$ cat src/rtl/ctrl_pkg.sv
// Shared definitions for the multicycle CPU control FSM: state encoding,
// instruction decode constants, ALU op codes, mux select encodings and the
// packed control word the FSM drives toward the datapath.
// Honours OVERFLOW_TRAP_EN (adds the TRAP state when defined).
package ctrl_pkg;

    // Controller states; values are what state_dbg reports.
    typedef enum logic [4:0] {
        S_RST      = 5'd0,
        S_FETCH    = 5'd1,
        S_FETCH_W  = 5'd2,
        S_FETCH_L  = 5'd3,
        S_DECODE   = 5'd4,
        S_EXEC_R   = 5'd5,
        S_WB_R     = 5'd6,
        S_EXEC_I   = 5'd7,
        S_WB_I     = 5'd8,
        S_MEM_ADDR = 5'd9,
        S_MEM_RD   = 5'd10,
        S_MDR_LD   = 5'd11,
        S_WB_M     = 5'd12,
        S_MEM_WR   = 5'd13,
        S_BRANCH   = 5'd14,
        S_JUMP     = 5'd15
`ifdef OVERFLOW_TRAP_EN
        , S_TRAP   = 5'd16
`endif
    } state_t;

    // Primary opcodes (IR[31:26])
    localparam logic [5:0] OP_RTYPE = 6'h00;
    localparam logic [5:0] OP_J     = 6'h02;
    localparam logic [5:0] OP_BEQ   = 6'h04;
    localparam logic [5:0] OP_BNE   = 6'h05;
    localparam logic [5:0] OP_ADDI  = 6'h08;
    localparam logic [5:0] OP_LW    = 6'h23;
    localparam logic [5:0] OP_SW    = 6'h2B;

    // R-type function codes (IR[5:0])
    localparam logic [5:0] FN_ADD = 6'h20;
    localparam logic [5:0] FN_SUB = 6'h22;
    localparam logic [5:0] FN_AND = 6'h24;

    // ALU operation codes
    localparam logic [2:0] ULA_NOP = 3'b000;
    localparam logic [2:0] ULA_ADD = 3'b001;
    localparam logic [2:0] ULA_SUB = 3'b010;
    localparam logic [2:0] ULA_AND = 3'b011;

    // ALU A-input select
    localparam logic ULAA_PC = 1'b0;
    localparam logic ULAA_A  = 1'b1;

    // ALU B-input select
    localparam logic [1:0] ULAB_B       = 2'd0;
    localparam logic [1:0] ULAB_FOUR    = 2'd1;
    localparam logic [1:0] ULAB_SEXT    = 2'd2;
    localparam logic [1:0] ULAB_SEXT_SH = 2'd3;

    // Register-bank write address select
    localparam logic [1:0] WREG_RT = 2'd0;
    localparam logic [1:0] WREG_RD = 2'd1;
    localparam logic [1:0] WREG_29 = 2'd2;
    localparam logic [1:0] WREG_31 = 2'd3;

    // Register-bank write data select
    localparam logic [1:0] MTR_ALUOUT = 2'd0;
    localparam logic [1:0] MTR_MDR    = 2'd1;
    localparam logic [1:0] MTR_SP     = 2'd2;

    // Next-PC source select
    localparam logic [1:0] PCS_ULA    = 2'd0;
    localparam logic [1:0] PCS_ALUOUT = 2'd1;
    localparam logic [1:0] PCS_JUMP   = 2'd2;
    localparam logic [1:0] PCS_EXC    = 2'd3;

    // Everything the FSM drives except the debug state view
    typedef struct packed {
        logic       pc_w;
        logic       mem_w;
        logic       ir_w;
        logic       reg_w;
        logic       ab_w;
        logic       aluout_w;
        logic       mdr_w;
        logic       epc_w;
        logic [2:0] ula_c;
        logic       m_ulaa;
        logic [1:0] m_ulab;
        logic [1:0] m_wreg;
        logic [1:0] memtoreg;
        logic [1:0] pc_source;
        logic       i_or_d;
    } ctrl_out_t;

    // R-type funct to ALU op; ULA_NOP marks an unsupported funct
    function automatic logic [2:0] funct_to_ula(input logic [5:0] fn);
        logic [2:0] op;
        case (fn)
            FN_ADD:  op = ULA_ADD;
            FN_SUB:  op = ULA_SUB;
            FN_AND:  op = ULA_AND;
            default: op = ULA_NOP;
        endcase
        return op;
    endfunction

endpackage

$ cat src/rtl/multicycle_ctrl_fsm_if.sv
// Control bundle between the multicycle FSM (master) and the datapath
// (slave): decoded instruction fields and ALU flags in, enables/selects out.
interface multicycle_ctrl_fsm_if;
    logic [5:0] OPCODE;
    logic [5:0] funct;
    logic       Of;
    logic       Zr;
    logic       PC_w;
    logic       MEM_w;
    logic       IR_w;
    logic       Reg_w;
    logic       AB_w;
    logic       aluOut_w;
    logic       MDR_w;
    logic       EPC_w;
    logic [2:0] ULA_c;
    logic       M_ULAA;
    logic [1:0] M_ULAB;
    logic [1:0] M_WREG;
    logic [1:0] MemtoReg;
    logic [1:0] PC_source;
    logic       i_or_d;
    logic [4:0] state_dbg;

    modport master (
        input  OPCODE, funct, Of, Zr,
        output PC_w, MEM_w, IR_w, Reg_w, AB_w, aluOut_w, MDR_w, EPC_w,
               ULA_c, M_ULAA, M_ULAB, M_WREG, MemtoReg, PC_source, i_or_d,
               state_dbg
    );

    modport slave (
        output OPCODE, funct, Of, Zr,
        input  PC_w, MEM_w, IR_w, Reg_w, AB_w, aluOut_w, MDR_w, EPC_w,
               ULA_c, M_ULAA, M_ULAB, M_WREG, MemtoReg, PC_source, i_or_d,
               state_dbg
    );
endinterface

$ cat src/rtl/ctrl_wait_cnt.sv
// Loadable down-counter timing the memory wait states. Loaded with
// (cycles-1) on every state change; o_done is high on the last cycle.
module ctrl_wait_cnt #(
    parameter int W = 2
) (
    input  logic         clk,
    input  logic         reset,
    input  logic         i_load,
    input  logic [W-1:0] i_load_val,
    output logic         o_done
);
    logic [W-1:0] r_cnt;

    // Reload on state change, otherwise count down and park at zero
    always_ff @(posedge clk) begin
        if (reset) begin
            r_cnt <= '0;
        end else if (i_load) begin
            r_cnt <= i_load_val;
        end else if (r_cnt != '0) begin
            r_cnt <= r_cnt - W'(1);
        end
    end

    assign o_done = (r_cnt == '0);
endmodule

$ cat src/rtl/multicycle_ctrl_fsm.sv
// Moore control FSM for the multicycle CPU datapath (add, sub, and, addi,
// lw, sw, beq, bne, j). Outputs depend on the current state, plus funct in
// EXEC_R and OPCODE/Zr in BRANCH. All outputs are forced low while reset
// is high so an aborted instruction never fires a write.
// Optional feature macro: OVERFLOW_TRAP_EN (overflow in add/sub/addi
// diverts to TRAP, which saves EPC and jumps to the exception vector).
module multicycle_ctrl_fsm
    import ctrl_pkg::*;
#(
    parameter int MEM_WAIT = 2,     // memory latency in cycles, 1..3
    parameter int SP_INIT  = 227    // stack pointer loaded into r29 in RST
) (
    input  logic                     clk,
    input  logic                     reset,
    multicycle_ctrl_fsm_if.master    bus
);
    // SP_INIT is consumed by the datapath's MemtoReg=2 source; the FSM only
    // selects it, so the value is carried here to keep one parameter set.
    localparam int SP_INIT_UNUSED = SP_INIT;

    // Counter preloads (cycles in state minus one)
    localparam logic [1:0] FETCH_W_LOAD = 2'(MEM_WAIT - 1);
    localparam logic [1:0] MEM_RD_LOAD  = 2'(MEM_WAIT);

    state_t     r_state;
    state_t     w_state_next;
    ctrl_out_t  w_out;
    ctrl_out_t  w_out_gated;
    logic [1:0] w_wait_load;
    logic       w_wait_done;
    logic       w_branch_taken;
    logic       w_funct_known;

    assign w_funct_known  = (funct_to_ula(bus.funct) != ULA_NOP);
    assign w_branch_taken = ((bus.OPCODE == OP_BEQ) &&  bus.Zr) ||
                            ((bus.OPCODE == OP_BNE) && !bus.Zr);

`ifndef OVERFLOW_TRAP_EN
    logic w_unused_of;
    assign w_unused_of = bus.Of;
`endif

    // Pick the counter preload for whichever wait state is being entered
    always_comb begin
        w_wait_load = 2'd0;
        if (w_state_next == S_FETCH_W) begin
            w_wait_load = FETCH_W_LOAD;
        end else if (w_state_next == S_MEM_RD) begin
            w_wait_load = MEM_RD_LOAD;
        end
    end

    ctrl_wait_cnt #(.W(2)) u_wait_cnt (
        .clk        (clk),
        .reset      (reset),
        .i_load     (w_state_next != r_state),
        .i_load_val (w_wait_load),
        .o_done     (w_wait_done)
    );

    // State register
    always_ff @(posedge clk) begin
        if (reset) begin
            r_state <= S_RST;
        end else begin
            r_state <= w_state_next;
        end
    end

    // Next-state logic: instruction sequencing and decode dispatch
    always_comb begin
        w_state_next = r_state;
        case (r_state)
            S_RST:     w_state_next = S_FETCH;
            S_FETCH:   w_state_next = S_FETCH_W;
            S_FETCH_W: if (w_wait_done) w_state_next = S_FETCH_L;
            S_FETCH_L: w_state_next = S_DECODE;
            S_DECODE: begin
                case (bus.OPCODE)
                    OP_RTYPE:      w_state_next = S_EXEC_R;
                    OP_ADDI:       w_state_next = S_EXEC_I;
                    OP_LW, OP_SW:  w_state_next = S_MEM_ADDR;
                    OP_BEQ, OP_BNE: w_state_next = S_BRANCH;
                    OP_J:          w_state_next = S_JUMP;
                    default:       w_state_next = S_FETCH;
                endcase
            end
            S_EXEC_R: begin
                if (!w_funct_known) begin
                    w_state_next = S_FETCH;
`ifdef OVERFLOW_TRAP_EN
                end else if (bus.Of && ((bus.funct == FN_ADD) || (bus.funct == FN_SUB))) begin
                    w_state_next = S_TRAP;
`endif
                end else begin
                    w_state_next = S_WB_R;
                end
            end
            S_EXEC_I: begin
`ifdef OVERFLOW_TRAP_EN
                w_state_next = bus.Of ? S_TRAP : S_WB_I;
`else
                w_state_next = S_WB_I;
`endif
            end
            S_MEM_ADDR: w_state_next = (bus.OPCODE == OP_LW) ? S_MEM_RD : S_MEM_WR;
            S_MEM_RD:   if (w_wait_done) w_state_next = S_MDR_LD;
            S_MDR_LD:   w_state_next = S_WB_M;
            default:    w_state_next = S_FETCH;
        endcase
    end

    // Output decode: every field not set for a state stays 0
    always_comb begin
        w_out = '0;
        case (r_state)
            S_RST: begin
                w_out.reg_w    = 1'b1;
                w_out.m_wreg   = WREG_29;
                w_out.memtoreg = MTR_SP;
            end
            S_FETCH, S_FETCH_W: begin
                w_out.i_or_d = 1'b0;
                w_out.m_ulaa = ULAA_PC;
                w_out.m_ulab = ULAB_FOUR;
                w_out.ula_c  = ULA_ADD;
            end
            S_FETCH_L: begin
                w_out.ir_w      = 1'b1;
                w_out.pc_w      = 1'b1;
                w_out.pc_source = PCS_ULA;
            end
            S_DECODE: begin
                w_out.ab_w     = 1'b1;
                w_out.aluout_w = 1'b1;
                w_out.m_ulaa   = ULAA_PC;
                w_out.m_ulab   = ULAB_SEXT_SH;
                w_out.ula_c    = ULA_ADD;
            end
            S_EXEC_R: begin
                w_out.m_ulaa   = ULAA_A;
                w_out.m_ulab   = ULAB_B;
                w_out.aluout_w = 1'b1;
                w_out.ula_c    = funct_to_ula(bus.funct);
            end
            S_WB_R: begin
                w_out.reg_w    = 1'b1;
                w_out.m_wreg   = WREG_RD;
                w_out.memtoreg = MTR_ALUOUT;
            end
            S_EXEC_I, S_MEM_ADDR: begin
                w_out.m_ulaa   = ULAA_A;
                w_out.m_ulab   = ULAB_SEXT;
                w_out.ula_c    = ULA_ADD;
                w_out.aluout_w = 1'b1;
            end
            S_WB_I: begin
                w_out.reg_w    = 1'b1;
                w_out.m_wreg   = WREG_RT;
                w_out.memtoreg = MTR_ALUOUT;
            end
            S_MEM_RD: w_out.i_or_d = 1'b1;
            S_MDR_LD: w_out.mdr_w  = 1'b1;
            S_WB_M: begin
                w_out.reg_w    = 1'b1;
                w_out.m_wreg   = WREG_RT;
                w_out.memtoreg = MTR_MDR;
            end
            S_MEM_WR: begin
                w_out.i_or_d = 1'b1;
                w_out.mem_w  = 1'b1;
            end
            S_BRANCH: begin
                w_out.m_ulaa = ULAA_A;
                w_out.m_ulab = ULAB_B;
                w_out.ula_c  = ULA_SUB;
                if (w_branch_taken) begin
                    w_out.pc_w      = 1'b1;
                    w_out.pc_source = PCS_ALUOUT;
                end
            end
            S_JUMP: begin
                w_out.pc_w      = 1'b1;
                w_out.pc_source = PCS_JUMP;
            end
`ifdef OVERFLOW_TRAP_EN
            S_TRAP: begin
                w_out.epc_w     = 1'b1;
                w_out.m_ulaa    = ULAA_PC;
                w_out.m_ulab    = ULAB_FOUR;
                w_out.ula_c     = ULA_SUB;
                w_out.pc_w      = 1'b1;
                w_out.pc_source = PCS_EXC;
            end
`endif
            default: w_out = '0;
        endcase
    end

    // Reset suppresses every enable immediately, aborting the instruction
    assign w_out_gated = reset ? '0 : w_out;

    assign bus.PC_w      = w_out_gated.pc_w;
    assign bus.MEM_w     = w_out_gated.mem_w;
    assign bus.IR_w      = w_out_gated.ir_w;
    assign bus.Reg_w     = w_out_gated.reg_w;
    assign bus.AB_w      = w_out_gated.ab_w;
    assign bus.aluOut_w  = w_out_gated.aluout_w;
    assign bus.MDR_w     = w_out_gated.mdr_w;
    assign bus.EPC_w     = w_out_gated.epc_w;
    assign bus.ULA_c     = w_out_gated.ula_c;
    assign bus.M_ULAA    = w_out_gated.m_ulaa;
    assign bus.M_ULAB    = w_out_gated.m_ulab;
    assign bus.M_WREG    = w_out_gated.m_wreg;
    assign bus.MemtoReg  = w_out_gated.memtoreg;
    assign bus.PC_source = w_out_gated.pc_source;
    assign bus.i_or_d    = w_out_gated.i_or_d;
    assign bus.state_dbg = r_state;
endmodule

$ cat src/flat_wrapper.sv
// flat-port wrapper written by rule: the top's interface ports become plain ports
module multicycle_ctrl_fsm_flat import ctrl_pkg::*;
#(
    parameter int MEM_WAIT = 2,                                      
    parameter int SP_INIT  = 227                                           
)
  (clk, reset, bus_OPCODE, bus_funct, bus_Of, bus_Zr, bus_PC_w, bus_MEM_w, bus_IR_w, bus_Reg_w, bus_AB_w, bus_aluOut_w, bus_MDR_w, bus_EPC_w, bus_ULA_c, bus_M_ULAA, bus_M_ULAB, bus_M_WREG, bus_MemtoReg, bus_PC_source, bus_i_or_d, bus_state_dbg);
  multicycle_ctrl_fsm_if bus_i ();
  input  logic clk;
  input  logic reset;
  input wire logic [$bits(bus_i.OPCODE)-1:0] bus_OPCODE;
  input wire logic [$bits(bus_i.funct)-1:0] bus_funct;
  input wire logic [$bits(bus_i.Of)-1:0] bus_Of;
  input wire logic [$bits(bus_i.Zr)-1:0] bus_Zr;
  output wire logic [$bits(bus_i.PC_w)-1:0] bus_PC_w;
  output wire logic [$bits(bus_i.MEM_w)-1:0] bus_MEM_w;
  output wire logic [$bits(bus_i.IR_w)-1:0] bus_IR_w;
  output wire logic [$bits(bus_i.Reg_w)-1:0] bus_Reg_w;
  output wire logic [$bits(bus_i.AB_w)-1:0] bus_AB_w;
  output wire logic [$bits(bus_i.aluOut_w)-1:0] bus_aluOut_w;
  output wire logic [$bits(bus_i.MDR_w)-1:0] bus_MDR_w;
  output wire logic [$bits(bus_i.EPC_w)-1:0] bus_EPC_w;
  output wire logic [$bits(bus_i.ULA_c)-1:0] bus_ULA_c;
  output wire logic [$bits(bus_i.M_ULAA)-1:0] bus_M_ULAA;
  output wire logic [$bits(bus_i.M_ULAB)-1:0] bus_M_ULAB;
  output wire logic [$bits(bus_i.M_WREG)-1:0] bus_M_WREG;
  output wire logic [$bits(bus_i.MemtoReg)-1:0] bus_MemtoReg;
  output wire logic [$bits(bus_i.PC_source)-1:0] bus_PC_source;
  output wire logic [$bits(bus_i.i_or_d)-1:0] bus_i_or_d;
  output wire logic [$bits(bus_i.state_dbg)-1:0] bus_state_dbg;
  assign bus_i.OPCODE = bus_OPCODE;
  assign bus_i.funct = bus_funct;
  assign bus_i.Of = bus_Of;
  assign bus_i.Zr = bus_Zr;
  assign bus_PC_w = bus_i.PC_w;
  assign bus_MEM_w = bus_i.MEM_w;
  assign bus_IR_w = bus_i.IR_w;
  assign bus_Reg_w = bus_i.Reg_w;
  assign bus_AB_w = bus_i.AB_w;
  assign bus_aluOut_w = bus_i.aluOut_w;
  assign bus_MDR_w = bus_i.MDR_w;
  assign bus_EPC_w = bus_i.EPC_w;
  assign bus_ULA_c = bus_i.ULA_c;
  assign bus_M_ULAA = bus_i.M_ULAA;
  assign bus_M_ULAB = bus_i.M_ULAB;
  assign bus_M_WREG = bus_i.M_WREG;
  assign bus_MemtoReg = bus_i.MemtoReg;
  assign bus_PC_source = bus_i.PC_source;
  assign bus_i_or_d = bus_i.i_or_d;
  assign bus_state_dbg = bus_i.state_dbg;
  multicycle_ctrl_fsm #(.MEM_WAIT(MEM_WAIT), .SP_INIT(SP_INIT)) u_core (.clk(clk), .reset(reset), .bus(bus_i));
endmodule
$ cat config.mk
export PLATFORM = sky130hd
export DESIGN_NAME = multicycle_ctrl_fsm_flat
export DESIGN_NICKNAME = d
export VERILOG_FILES = /design/src/rtl/ctrl_pkg.sv /design/src/rtl/multicycle_ctrl_fsm_if.sv /design/src/rtl/ctrl_wait_cnt.sv /design/src/rtl/multicycle_ctrl_fsm.sv /design/src/flat_wrapper.sv
export SDC_FILE = /design/constraint.sdc
export NUM_CORES = 1
export LEC_CHECK = 0
export CAP_MARGIN = 25
export CORE_AREA = 2 2 54 56
export DETAILED_ROUTE_END_ITERATION = 10
export DIE_AREA = 0 0 56 58
export PLACE_DENSITY = 0.73
export SLEW_MARGIN = 25
export SYNTH_ARGS = -nofsm -noshare
export SYNTH_HDL_FRONTEND = slang
export SYNTH_SLANG_ARGS = --single-unit
$ cat constraint.sdc
create_clock -name clk -period 2.2 [get_ports clk]
set_clock_uncertainty 0.15 [all_clocks]
set_input_delay 0.33 -clock clk [delete_from_list [all_inputs] [get_ports clk]]
set_output_delay 0.33 -clock clk [all_outputs]
set_load 0.05 [all_outputs]
# Yosys cells after proc, flatten, opt, wreduce, memory -nomap -nowiden
# Cells that the tools add are included.
[classes] add_sub_neg=1 n_eq_ne=27 muxes=25 reduce_logical=18
[ops] op="5-bit by 4-bit equality test with 1-bit output, second input constant" n=9
[ops] op="5-bit case mux with 9 select lines" n=1
[ops] op="6-bit equality test, second input constant" n=5
[ops] op="5-bit case mux with 5 select lines" n=1
[ops] op="21-bit 2-to-1 mux" n=1
[ops] op="5-bit by 3-bit equality test with 1-bit output, second input constant" n=4
[ops] op="4-bit case mux with 5 select lines" n=1
[ops] op="5-bit by 2-bit equality test with 1-bit output, second input constant" n=3
[ops] op="6-bit by 3-bit equality test with 1-bit output, second input constant" n=2
[ops] op="4-bit case mux with 3 select lines" n=1
[ops] op="2-bit OR reduction" n=6
[ops] op="5-bit 2-to-1 mux" n=2
[ops] op="1-bit 2-to-1 mux" n=9
[ops] op="2-bit 2-to-1 mux" n=4
[ops] op="4-bit OR reduction" n=2
[ops] op="6-bit by 2-bit equality test with 1-bit output, second input constant" n=1
[ops] op="6-bit by 4-bit equality test with 1-bit output, second input constant" n=1
[ops] op="6-bit logical NOT" n=1
[ops] op="3-bit 2-to-1 mux" n=2
[ops] op="2-bit case mux with 3 select lines" n=1
[ops] op="5-bit by 1-bit equality test with 1-bit output, second input constant" n=1
[ops] op="5-bit logical NOT" n=1
[ops] op="5-bit inequality test" n=1
[ops] op="2-bit case mux with 2 select lines" n=1
[ops] op="other kinds (8)" n=10
[word_totals] regBits=7 in_bits=16 out_inout_bits=26 elab_cells=73

# Longest topological paths before layout
[logic_depth] depth_word=9 mapped_depth=8 mapped_depth_nobuf=7

# Cells and area by module
# From an unflattened synthesis, not the netlist that was laid out.
[hier_totals] hier_cells=135 area_unflattened_um2=929.6
[modules_own_cells] mod="multicycle_ctrl_fsm" n_inst=1 cells_each=123 area_each_um2=808.3 seq_area_each_um2=100.1
[modules_own_cells] mod="ctrl_wait_cnt" n_inst=1 cells_each=12 area_each_um2=121.4 seq_area_each_um2=40.0

# Least setup slack after synthesis
# Ideal clock, no wire load.
[synth_timing] kind="flip-flop to output port" start="register u_core.r_state[2] (netlist: u_core.bus.state_dbg[2])" end="output port bus_PC_w" arrival_ps=3454 required_time_ps=1720 path_slack_ps=-1734 stages_incl_launch_ff=6 n_path_buf=2 cell_sequence="dfxtp_1 buf_2 clkbuf_1 nand4b_1 nor4_1 or3_1"
[synth_via] elab_chain_len=4 word_cells_on_any_way=6 classes_between="3 x eq/ne; 2 x mux; 1 x reduce/logical"
[synth_rtl] element="start, declared" line_no="multicycle_ctrl_fsm.sv:25" rtl="state_t r_state;"
[synth_rtl] element="start signal, assigned" line_no="multicycle_ctrl_fsm.sv:66" rtl="r_state <= w_state_next;"
[synth_rtl] element="5-bit by 2-bit equality test with 1-bit output or 5-bit by 4-bit equality test with 1-bit output (tied branches)" line_no="multicycle_ctrl_fsm.sv:116" rtl="case (r_state)"
[synth_rtl] element="2-bit OR reduction (no source line)"
[synth_rtl] element="1-bit case mux with 2 select lines (*)" line_no="multicycle_ctrl_fsm.sv:116"
[synth_rtl] element="21-bit 2-to-1 mux (*)" line_no="multicycle_ctrl_fsm.sv:201" rtl="assign w_out_gated = reset ? '0 : w_out;"
[synth_rtl] element="end, declared" line_no="flat_wrapper.sv:15" rtl="output wire logic [$bits(bus_i.PC_w)-1:0] bus_PC_w;"
# Every way passes the cells marked *; elsewhere a longest branch is shown, timed or not.

# Final worst setup path
[layout_timing] start="register u_core.r_state[0] (netlist: u_core.bus.state_dbg[0])" end="register u_core.u_wait_cnt.r_cnt[1]"
[layout_via] elab_chain_len=6 word_cells_on_any_way=19 classes_between="12 x eq/ne; 6 x mux; 1 x reduce/logical"
[layout_rtl] element="5-bit by 4-bit equality test with 1-bit output, or another cell as far along" line_no="multicycle_ctrl_fsm.sv:73" rtl="case (r_state)"
[layout_rtl] element="5-bit case mux with 9 select lines" line_no="multicycle_ctrl_fsm.sv:73"
[layout_rtl] element="5-bit by 4-bit equality test with 1-bit output" line_no="multicycle_ctrl_fsm.sv:48" rtl="end else if (w_state_next == S_MEM_RD) begin"
[layout_rtl] element="2-bit 2-to-1 mux" line_no="multicycle_ctrl_fsm.sv:48"
[layout_rtl] element="2-bit 2-to-1 mux" line_no="multicycle_ctrl_fsm.sv:46" rtl="if (w_state_next == S_FETCH_W) begin"
[layout_rtl] element="2-bit 2-to-1 mux" line_no="ctrl_wait_cnt.sv:18" rtl="end else if (i_load) begin"
[layout_rtl] element="end signal, assigned" line_no="ctrl_wait_cnt.sv:19" rtl="r_cnt <= i_load_val;"
[layout_rtl] element="end signal, assigned" line_no="ctrl_wait_cnt.sv:21" rtl="r_cnt <= r_cnt - W'(1);"
[layout_rtl] element="end, declared" line_no="ctrl_wait_cnt.sv:12" rtl="logic [W-1:0] r_cnt;"
# Several ways; a longest one is shown, not always the timed one.
# A chain may end at the register's enable or synchronous reset.

==> impl_metrics.py <==
metrics = {
    "sta": {
        "clock.fmax_ghz": 0.398,
        "slew_viol_final": 0,
        "slew_headroom_pct": 66.2,
        "worst_hold_slack_ps": 452,
        "final.setup.tns_ps": -1090,
        "period_share_pct": 114,
        "setup_ws_ps": -310,
        "period_minus_slack_ps": 2510,
        "timing.final.hold_violations": 0,
        "finalSetupViolCount": 9,
        "worstMarginPinSlew_ps": 505,
        "grt_setup_unrepaired": "yes",
    },
    "clocking": {
        "cts.clk_slew.worst_paths_ps": 50,
        "cts_tree": "done",
        "numCtsBuffers": 3,
        "clock_sinks": 7,
        "clock_latency_ps": 260,
        "hold_buffers": 0,
        "cts_max_path_buffers": 2,
        "root_buffer": "clkbuf_4",
        "htree_levels": 1,
    },
    "setup_path": {
        "critPathCaptureType": "register",
        "cpMaxStageDelayCell": "or4b_4",
        "cp_slowest_stage_delay_ps": 560,
        "path_buf_inv": 0,
        "cp.arrival_ps": 2510,
        "crit_chain": "or4b_4 -> or4_4 -> o32ai_4 -> o22ai_4 -> nor4_4 -> mux2_2",
        "path_delay_family": "simple AND/OR/NAND/NOR gates",
        "required_ps": 2200,
        "critical_path_class": "register to register",
        "r2r_slack_ps": -310,
        "crit_fanout": 4,
        "start_kind": "register",
    },
    "finish": {
        "post-route-util_pct": 91.2,
        "seq_area_um2": 156,
        "n_antenna_cell": 0,
        "drive_gt1_share_pct": 65.1,
        "mostFrequentLayoutCells": "buf_4, buf_12, buf_6",
        "final_common_cell": "buf_4",
        "fill_cells": 97,
        "nets": 247,
        "multi_input_area_um2": 1110,
        "area_delta_synth_final_pct": 154,
    },
    "grt": {
        "grt_pass1_wl_um": 8120,
        "grt_usage_pct": 32.6,
        "grt_max_degree": 15,
        "grt_pass1_vias": 1633,
        "antenna_found_initial": 0,
        "grt_overflow_total": 0,
    },
    "route": {
        "wl_per_cell_um": 23.6,
        "wl_um": 6130,
        "drt_drc_violations_left": 0,
        "ant_nets": 0,
        "drt_iter0_drc": 115,
        "drtPass1Iterations": 4,
        "vias": 1633,
        "drt-vias-per-instance": 6.28,
    },
    "place": {
        "gp_congestion": 0.926,
        "placement.io_buffers": 38,
        "post-dp-hpwl_um": 3290,
    },
    "floorplanning": {
        "start_util_pct": 35.9,
        "die-area_um2": 3250,
        "die_x_um": 56,
        "rows": 19,
        "ioPinCount": 42,
        "die_h_um": 58,
        "core_area_um2": 2660,
    },
    "logic_synthesis": {
        "syn_inst": 138,
        "synth_top_family_by_area": "simple AND/OR/NAND/NOR gates",
        "ys_seq_area_share_pct": 14.7,
        "synth_fa_ha_area_share_pct": 1.31,
        "postSynth.asyncResetShare_pct": 0,
        "synth_compound_area_share_pct": 23.1,
        "ys_warn_count": 0,
        "synth_xor_xnor_area_share_pct": 4.59,
        "yosys.area_share.simple_pct": 42.1,
        "syn_avg_cell_area_um2": 6.92,
        "synth-seq-cells": 7,
        "synth_edf_count": 0,
        "synth.mux.area_fraction_pct": 3.41,
        "syn_area_um2": 955,
        "synth_ff_type": "dfxtp_1",
        "synth.distinct_cells": 50,
    },
    "pwr": {
        "power_density_nw_per_um2": 236,
        "peakVddDrop_mv": 0.333,
        "power_w": 0.000573,
        "power_leakage_nw": 1.01,
    },
    "run_status": {
        "violations": "setup timing",
        "status": "finished with violations",
    },
    "run": {
        "maxCapViolCount": 0,
    },
    "min_path": {
        "min_path_type": "primary input to register",
    },
}
worst paths after layout:
check | start | to | cells past startpoint
worst max-delay path | u_core.bus.state_dbg[0] | u_core.u_wait_cnt.r_cnt[1] | 6
worst min-delay path | reset | u_core.bus.state_dbg[2] | 3
worst max register to register | u_core.bus.state_dbg[0] | u_core.u_wait_cnt.r_cnt[1] | 6
worst min register to register | u_core.u_wait_cnt.r_cnt[1] | u_core.u_wait_cnt.r_cnt[1] | 3
cell families (layout without fill, tap and decap cells):
group	count (synthesis)	in the layout
and+or+nand+nor	68	68
AOI/OAI and AO/OA	32	32
buffers and inverters	21	110
DFF	7	7
xor gates and xnor gates	5	5
muxes	3	3
adders and majority gates	1	1
other	1	3
Yosys cell counts (2+ instances only):
| cell | n | area, um^2 |
|---|---|---|
| nor4b_1 | 5 | 43.8 |
| nand2b_1 | 4 | 25.0 |
| inv_1 | 8 | 30.0 |
| nor3_1 | 4 | 20.0 |
| buf_4 | 3 | 22.5 |
| nand2_1 | 12 | 45.0 |
| buf_2 | 2 | 10.0 |
| clkbuf_1 | 7 | 26.3 |
| a211oi_1 | 3 | 22.5 |
| xor2_1 | 4 | 35.0 |
| nor4_1 | 4 | 25.0 |
| nor2b_1 | 3 | 18.8 |
| o21ai_0 | 6 | 30.0 |
| dfxtp_1 | 7 | 140 |
| nor3b_1 | 5 | 37.5 |
| mux2_2 | 2 | 22.5 |
| a31oi_1 | 2 | 12.5 |
| nor2_1 | 17 | 63.8 |
| a21oi_1 | 9 | 45.0 |
worst register-to-register path, stage by stage, from the launching register on:
cell and delay (ps):
dfxtp_4 350, or4b_4 560, or4_4 460, o32ai_4 160
o22ai_4 120, nor4_4 230, mux2_2 370
state kept, by name, indices dropped and copies added, names as in the netlist:
signal / flops
u_core.bus.state_dbg: 5
u_core.u_wait_cnt.r_cnt: 2
power by group:
group | switching, W | total, W | internal (W)
logic | 0.000177 | 0.000316 | 0.000138
registers | 0.00000551 | 0.000135 | 0.000129
clock network | 0.0000523 | 0.000122 | 0.0000695
cell type report:
cell class                 count  area share [%]
multi-input combinational    112            45.8
inverter                       8            1.24
sequential                     7            6.44
timing repair buffer          98            43.8
clock buffer                   4            1.08
tap                           31            1.60
layer usage:
metal,track usage (%),share of wire (%),vias to the layer above,wire length (um)
met5,0,0,-,0
met2,58.3,47,152,2870
met4,28.2,9.4,0,574
met3,4.69,8.2,61,502
li1,-,-,675,-
met1,33.2,36,745,2180
timing repair:
item / CTS / global route
gates resized for setup: 65 / 33
endpoints found under the hold margin: 0 / 0
pin swaps: 16 / 10
setup buffers: 4 / 5
endpoints found under the setup margin: 17 / 19
gates cloned: 1 / 0
per-stage QoR:
step / setup WS [ps] / area, um^2 / std cells
floorplan: -385 / 1140 / 140
global placement: -565 / 2010 / 246
detailed placement: -686 / 2010 / 246
CTS: -211 / 2270 / 255
global route: -408 / 2430 / 260
finish: -310 / 2430 / 260
Note: power is estimated with default switching activity, not from simulation.
